File: src/rtl/text_console.sv
// Character-cell text console: clears the screen, prints characters and control codes
// at the cursor, and scrolls the screen up one row when the cursor leaves the last row.
module text_console #(
    parameter int         COLS  = 40,
    parameter int         ROWS  = 25,
    parameter logic [7:0] BLANK = 8'h20
) (
    input  logic       clock,
    input  logic       reset_n,
    input  logic [7:0] data,
    input  logic       valid,
    output logic       ready,
    output logic [9:0] mem_addr,
    input  logic [7:0] mem_din,
    output logic [7:0] mem_dout,
    output logic       mem_we,
    output logic [5:0] cursor_x,
    output logic [4:0] cursor_y
);

    typedef enum logic [2:0] {
        CLEAR,
        IDLE,
        EXEC,
        SCR_RD,
        SCR_WR,
        SCR_CLR
    } state_t;

    localparam logic [9:0] COLS_W        = 10'(COLS);
    localparam logic [9:0] LAST_CELL     = 10'(COLS * ROWS - 1);
    localparam logic [9:0] LAST_MOVE     = 10'((ROWS - 1) * COLS - 1);
    localparam logic [9:0] LAST_ROW_BASE = 10'((ROWS - 1) * COLS);
    localparam logic [5:0] LAST_COL      = 6'(COLS - 1);
    localparam logic [4:0] LAST_ROW      = 5'(ROWS - 1);

    state_t     state_reg, state_next;
    logic [9:0] idx_reg, idx_next;
    logic [5:0] col_reg, col_next;
    logic [4:0] row_reg, row_next;
    logic [7:0] char_reg, char_next;
    logic       bs_reg, bs_next;
    logic [9:0] cur_addr;

    assign cur_addr = 10'(row_reg) * COLS_W + 10'(col_reg);
    assign cursor_x = col_reg;
    assign cursor_y = row_reg;

    always_ff @(posedge clock or negedge reset_n) begin
        if (!reset_n) begin
            state_reg <= CLEAR;
            idx_reg   <= '0;
            col_reg   <= '0;
            row_reg   <= '0;
            char_reg  <= '0;
            bs_reg    <= 1'b0;
        end else begin
            state_reg <= state_next;
            idx_reg   <= idx_next;
            col_reg   <= col_next;
            row_reg   <= row_next;
            char_reg  <= char_next;
            bs_reg    <= bs_next;
        end
    end

    always_comb begin
        state_next = state_reg;
        idx_next   = idx_reg;
        col_next   = col_reg;
        row_next   = row_reg;
        char_next  = char_reg;
        bs_next    = bs_reg;
        case (state_reg)
            CLEAR, SCR_CLR: begin
                if (idx_reg == LAST_CELL) begin
                    idx_next   = '0;
                    state_next = IDLE;
                end else begin
                    idx_next = idx_reg + 10'd1;
                end
            end
            IDLE: begin
                if (valid) begin
                    char_next  = data;
                    state_next = EXEC;
                end
            end
            EXEC: begin
                state_next = IDLE;
                if (bs_reg) begin
                    // second backspace cycle: the blank is written by the output logic
                    bs_next = 1'b0;
                end else if (char_reg >= 8'h20 || char_reg == 8'h0A) begin
                    if (char_reg != 8'h0A && col_reg != LAST_COL) begin
                        col_next = col_reg + 6'd1;
                    end else begin
                        col_next = '0;
                        if (row_reg == LAST_ROW) begin
                            idx_next   = '0;
                            state_next = SCR_RD;
                        end else begin
                            row_next = row_reg + 5'd1;
                        end
                    end
                end else if (char_reg == 8'h0D) begin
                    col_next = '0;
                end else if (char_reg == 8'h08 && col_reg != 6'd0) begin
                    col_next   = col_reg - 6'd1;
                    bs_next    = 1'b1;
                    state_next = EXEC;
                end
            end
            SCR_RD: begin
                state_next = SCR_WR;
            end
            SCR_WR: begin
                if (idx_reg == LAST_MOVE) begin
                    idx_next   = LAST_ROW_BASE;
                    state_next = SCR_CLR;
                end else begin
                    idx_next   = idx_reg + 10'd1;
                    state_next = SCR_RD;
                end
            end
            default: begin
                state_next = CLEAR;
                idx_next   = '0;
            end
        endcase
    end

    always_comb begin
        ready    = 1'b0;
        mem_we   = 1'b0;
        mem_addr = cur_addr;
        mem_dout = BLANK;
        case (state_reg)
            CLEAR, SCR_CLR: begin
                mem_we   = 1'b1;
                mem_addr = idx_reg;
            end
            IDLE: begin
                ready = 1'b1;
            end
            EXEC: begin
                mem_we   = bs_reg || (char_reg >= 8'h20);
                mem_dout = bs_reg ? BLANK : char_reg;
            end
            SCR_RD: begin
                mem_addr = idx_reg + COLS_W;
            end
            SCR_WR: begin
                mem_we   = 1'b1;
                mem_addr = idx_reg;
                mem_dout = mem_din;
            end
            default: begin
                ready = 1'b0;
            end
        endcase
        // outputs go quiet for as long as reset is held, not just from the next edge
        if (!reset_n) begin
            ready    = 1'b0;
            mem_we   = 1'b0;
            mem_addr = '0;
            mem_dout = '0;
        end
    end

endmodule

File: config.mk
export PLATFORM = sky130hd
export DESIGN_NAME = text_console
export DESIGN_NICKNAME = d
export VERILOG_FILES = /design/src/rtl/text_console.sv
export SDC_FILE = /design/constraint.sdc
export NUM_CORES = 1
export LEC_CHECK = 0
export ABC_AREA = 1
export CORE_ASPECT_RATIO = 0.75
export CORE_MARGIN = 5
export CORE_UTILIZATION = 40
export DETAILED_ROUTE_END_ITERATION = 8
export GPL_ROUTABILITY_DRIVEN = 0
export SETUP_SLACK_MARGIN = 0.5
export SYNTH_ARGS = -nofsm -noshare
export SYNTH_HDL_FRONTEND = slang
export SYNTH_SLANG_ARGS = --single-unit
File: constraint.sdc
create_clock -name clock -period 5.05 [get_ports clock]
set_clock_uncertainty 0.2 [all_clocks]
set_input_delay 1.515 -clock clock [delete_from_list [all_inputs] [get_ports clock]]
set_output_delay 1.515 -clock clock [all_outputs]
set_load 0.01 [all_outputs]
==> impl_metrics.ini <==
[layout]
nFillCells = 709
multi_input_area_um2 = 1754
largest_reg_flops = 10
areaGrowthSynthToFinish_pct = 23.99
most-common-layout-cells = 108 x nand2_1, 47 x clkdlybuf4s50_1, 40 x nor2_1
layout-drive-gt1-share_pct = 13.54
regArea_um2 = 829.5
antenna_cells = 0
nets = 494
final_common_cell = nand2_1

[route]
drt-vias-per-instance = 4.989
wire_per_inst_um = 13.11
drt_wl_total_um = 7105
drtPass1Iterations = 4
drc = 0
first_iter_violations = 180
via_count = 2704
ant_nets = 0

[power_and_ir_drop]
irDropWorstVdd_uv = 97.35
pwr-share-clk_pct = 41.1
p_int_uw = 388.4
pwr-share-comb_pct = 5.7
power_frac_seq_pct = 53.2
p_switching_uw = 108.3
power_uw = 496.6
power_density_nw_per_um2 = 142.0
total_leakage_power_uw = 0.001639
sw_frac_of_total_pct = 21.80

[place]
place.port_buffers = 49
dp_hpwl_um = 5532

[worst_setup_path]
crit_required_ns = 3.34
critPathCaptureType = primary output
r2r-start = cursor_x[0]
critPathMaxStageDelay_ns = 0.56
startpoint_type = input pin
crit_path_start = mem_din[1]
critPathArrivalTime_ns = 2.74
crit_fanout = 1
path_cells = clkdlybuf4s50_1, nand2_1, a21oi_1, clkdlybuf4s50_1
crit_type = in2out
cpMostUsedCell = clkdlybuf4s50_1
cp_slowest_cell = clkdlybuf4s50_1

[timing]
rsz0062_at_grt = false
max_clock_freq_mhz = 224.4
fin_tns_setup_ns = 0
worst_pin_slew_ns = 0.5121
slew_violations = 0
setup_viol = 0
period_needed_ns = 4.457
maxSlewHeadroom_pct = 65.78
hold_viol = 0
min_period_over_period_pct = 88.26

[die]
num_rows = 26
start_util_pct = 41.30
io_pins = 50
design.core.area_um2 = 6832
die_area_um2 = 8851
fp.dieW_um = 107.0
die_height_um = 82.74

[cts]
ctsHoldBuffers = 0
cts_made_buffers = 5
cts.clk_slew.worst_paths_ns = 0.07
cts_tree = built
clock_sinks = 33
clock_latency_ns = 0.28
cts-root-buf = clkbuf_8
cts_buffer_depth = 2
cts-htree-levels = 2

[synthesis]
syn_inst = 406
yosysWarnings = 0
synth.distinct_cells = 35
postSynthAreaPerCell_um2 = 6.949
synth_fp_nets = 442
netlist_area_um2 = 2821
seq_area_frac_synth_pct = 29.27
ys_ff_latch = 33

[worst_hold_path]
hp-class = reg2reg
hp-start = idx_reg[0]

[grt]
overflow = 0
antenna_found_initial = 0
grt_max_degree = 27
track_usage_pct = 17.79
grt_pass1_vias = 2695
grt_pass1_wl_um = 12640

[status]
status = finished clean

[flow_run]
maxCapViolCount = 0
## cell type report
class                           count  share of cell area (%)
Timing Repair Buffer               55                   15.45
Sequential cell                    33                   23.71
Inverter                           48                   5.222
Multi-Input combinational cell    315                   50.14
Tap cell                           84                   3.004
Clock buffer                        7                   2.468
## cells by family (layout without fill, tap and decap cells)
kind of cell / Yosys count / in the layout / share of synthesized area, %
simple gates: 213 / 213 / 35.70
compound gates: 68 / 68 / 12.86
buf+inv: 58 / 110 / 8.825
flops: 33 / 33 / 29.27
fa+ha+maj: 17 / 17 / 8.071
xor+xnor: 17 / 17 / 5.277
## layer usage
metal	share of wire, %	track usage [%]	vias up
li1	-	-	1407
met1	50	24.37	1223
met2	42	28.96	67
met3	6.1	3.963	7
met4	1.2	3.959	0
met5	0	0	-
## power by group through the flow
stage / combinational [uW] / sequential (uW) / clock, uW
finish: 28.4 / 264 / 204
global route: 31.8 / 264 / 222
CTS: 28.5 / 264 / 211
detailed placement: 28.4 / 269 / 0
global placement: 28.0 / 269 / 0
floorplan: 3.22 / 269 / 0
## synth_stat cells, drive strengths merged
| cell | n | area (um^2) |
|---|---|---|
| a21oi | 37 | 188.9 |
| buf | 9 | 62.55 |
| clkbuf | 1 | 3.750 |
| dfrtp | 33 | 825.8 |
| fa | 2 | 40.04 |
| ha | 15 | 187.7 |
| inv | 48 | 182.7 |
| nand2 | 122 | 526.8 |
| nand3 | 24 | 125.1 |
| nand3b | 2 | 15.01 |
| nand4 | 7 | 58.81 |
| nor2 | 48 | 219.0 |
| nor3 | 8 | 50.05 |
| o21a | 1 | 7.510 |
| o21ai | 29 | 160.2 |
| o22ai | 1 | 6.260 |
| or2 | 2 | 12.51 |
| xnor2 | 6 | 52.55 |
| xor2 | 11 | 96.34 |
## path summary, 6_finish.rpt
check                      cells after the start  slack [ns]           to
max in group asynchronous                      2        3.45  cursor_y[2]
min reg2reg                                    2        0.34   idx_reg[0]
min in group asynchronous                      2        1.00  cursor_y[3]
max reg2reg                                   10        3.09   idx_reg[0]
min                                            2        0.34   idx_reg[0]
max                                            4        0.59  mem_dout[1]
## worst max-delay path: cells and delay by family
| family | cells | cell delay [ns] |
|---|---|---|
| compound gates | 1 | 0.15 |
| buf+inv | 2 | 1.02 |
| simple gates | 1 | 0.05 |
## repair_timing
action                     4_1_cts  5_1_grt
setup buffers                    0        3
resized for setup                1        6
cloned                           0        0
setup endpoints to repair        1        8
pin swaps                        0        0
## through the flow
stage	hold WS [ns]	area (um^2)	cells	setup slack, ns	util, %
finish	0.3418	3498	542	0.5928	51.21
global route	0.3861	3498	542	0.5124	51.21
CTS	0.3384	3456	539	0.5088	50.59
detailed placement	0.3196	3368	532	0.5363	49.30
global placement	0.3134	3368	532	0.5375	49.30
floorplan	0.2844	2821	406	1.348	-
No activity file was read; power rests on OpenSTA's default activity.
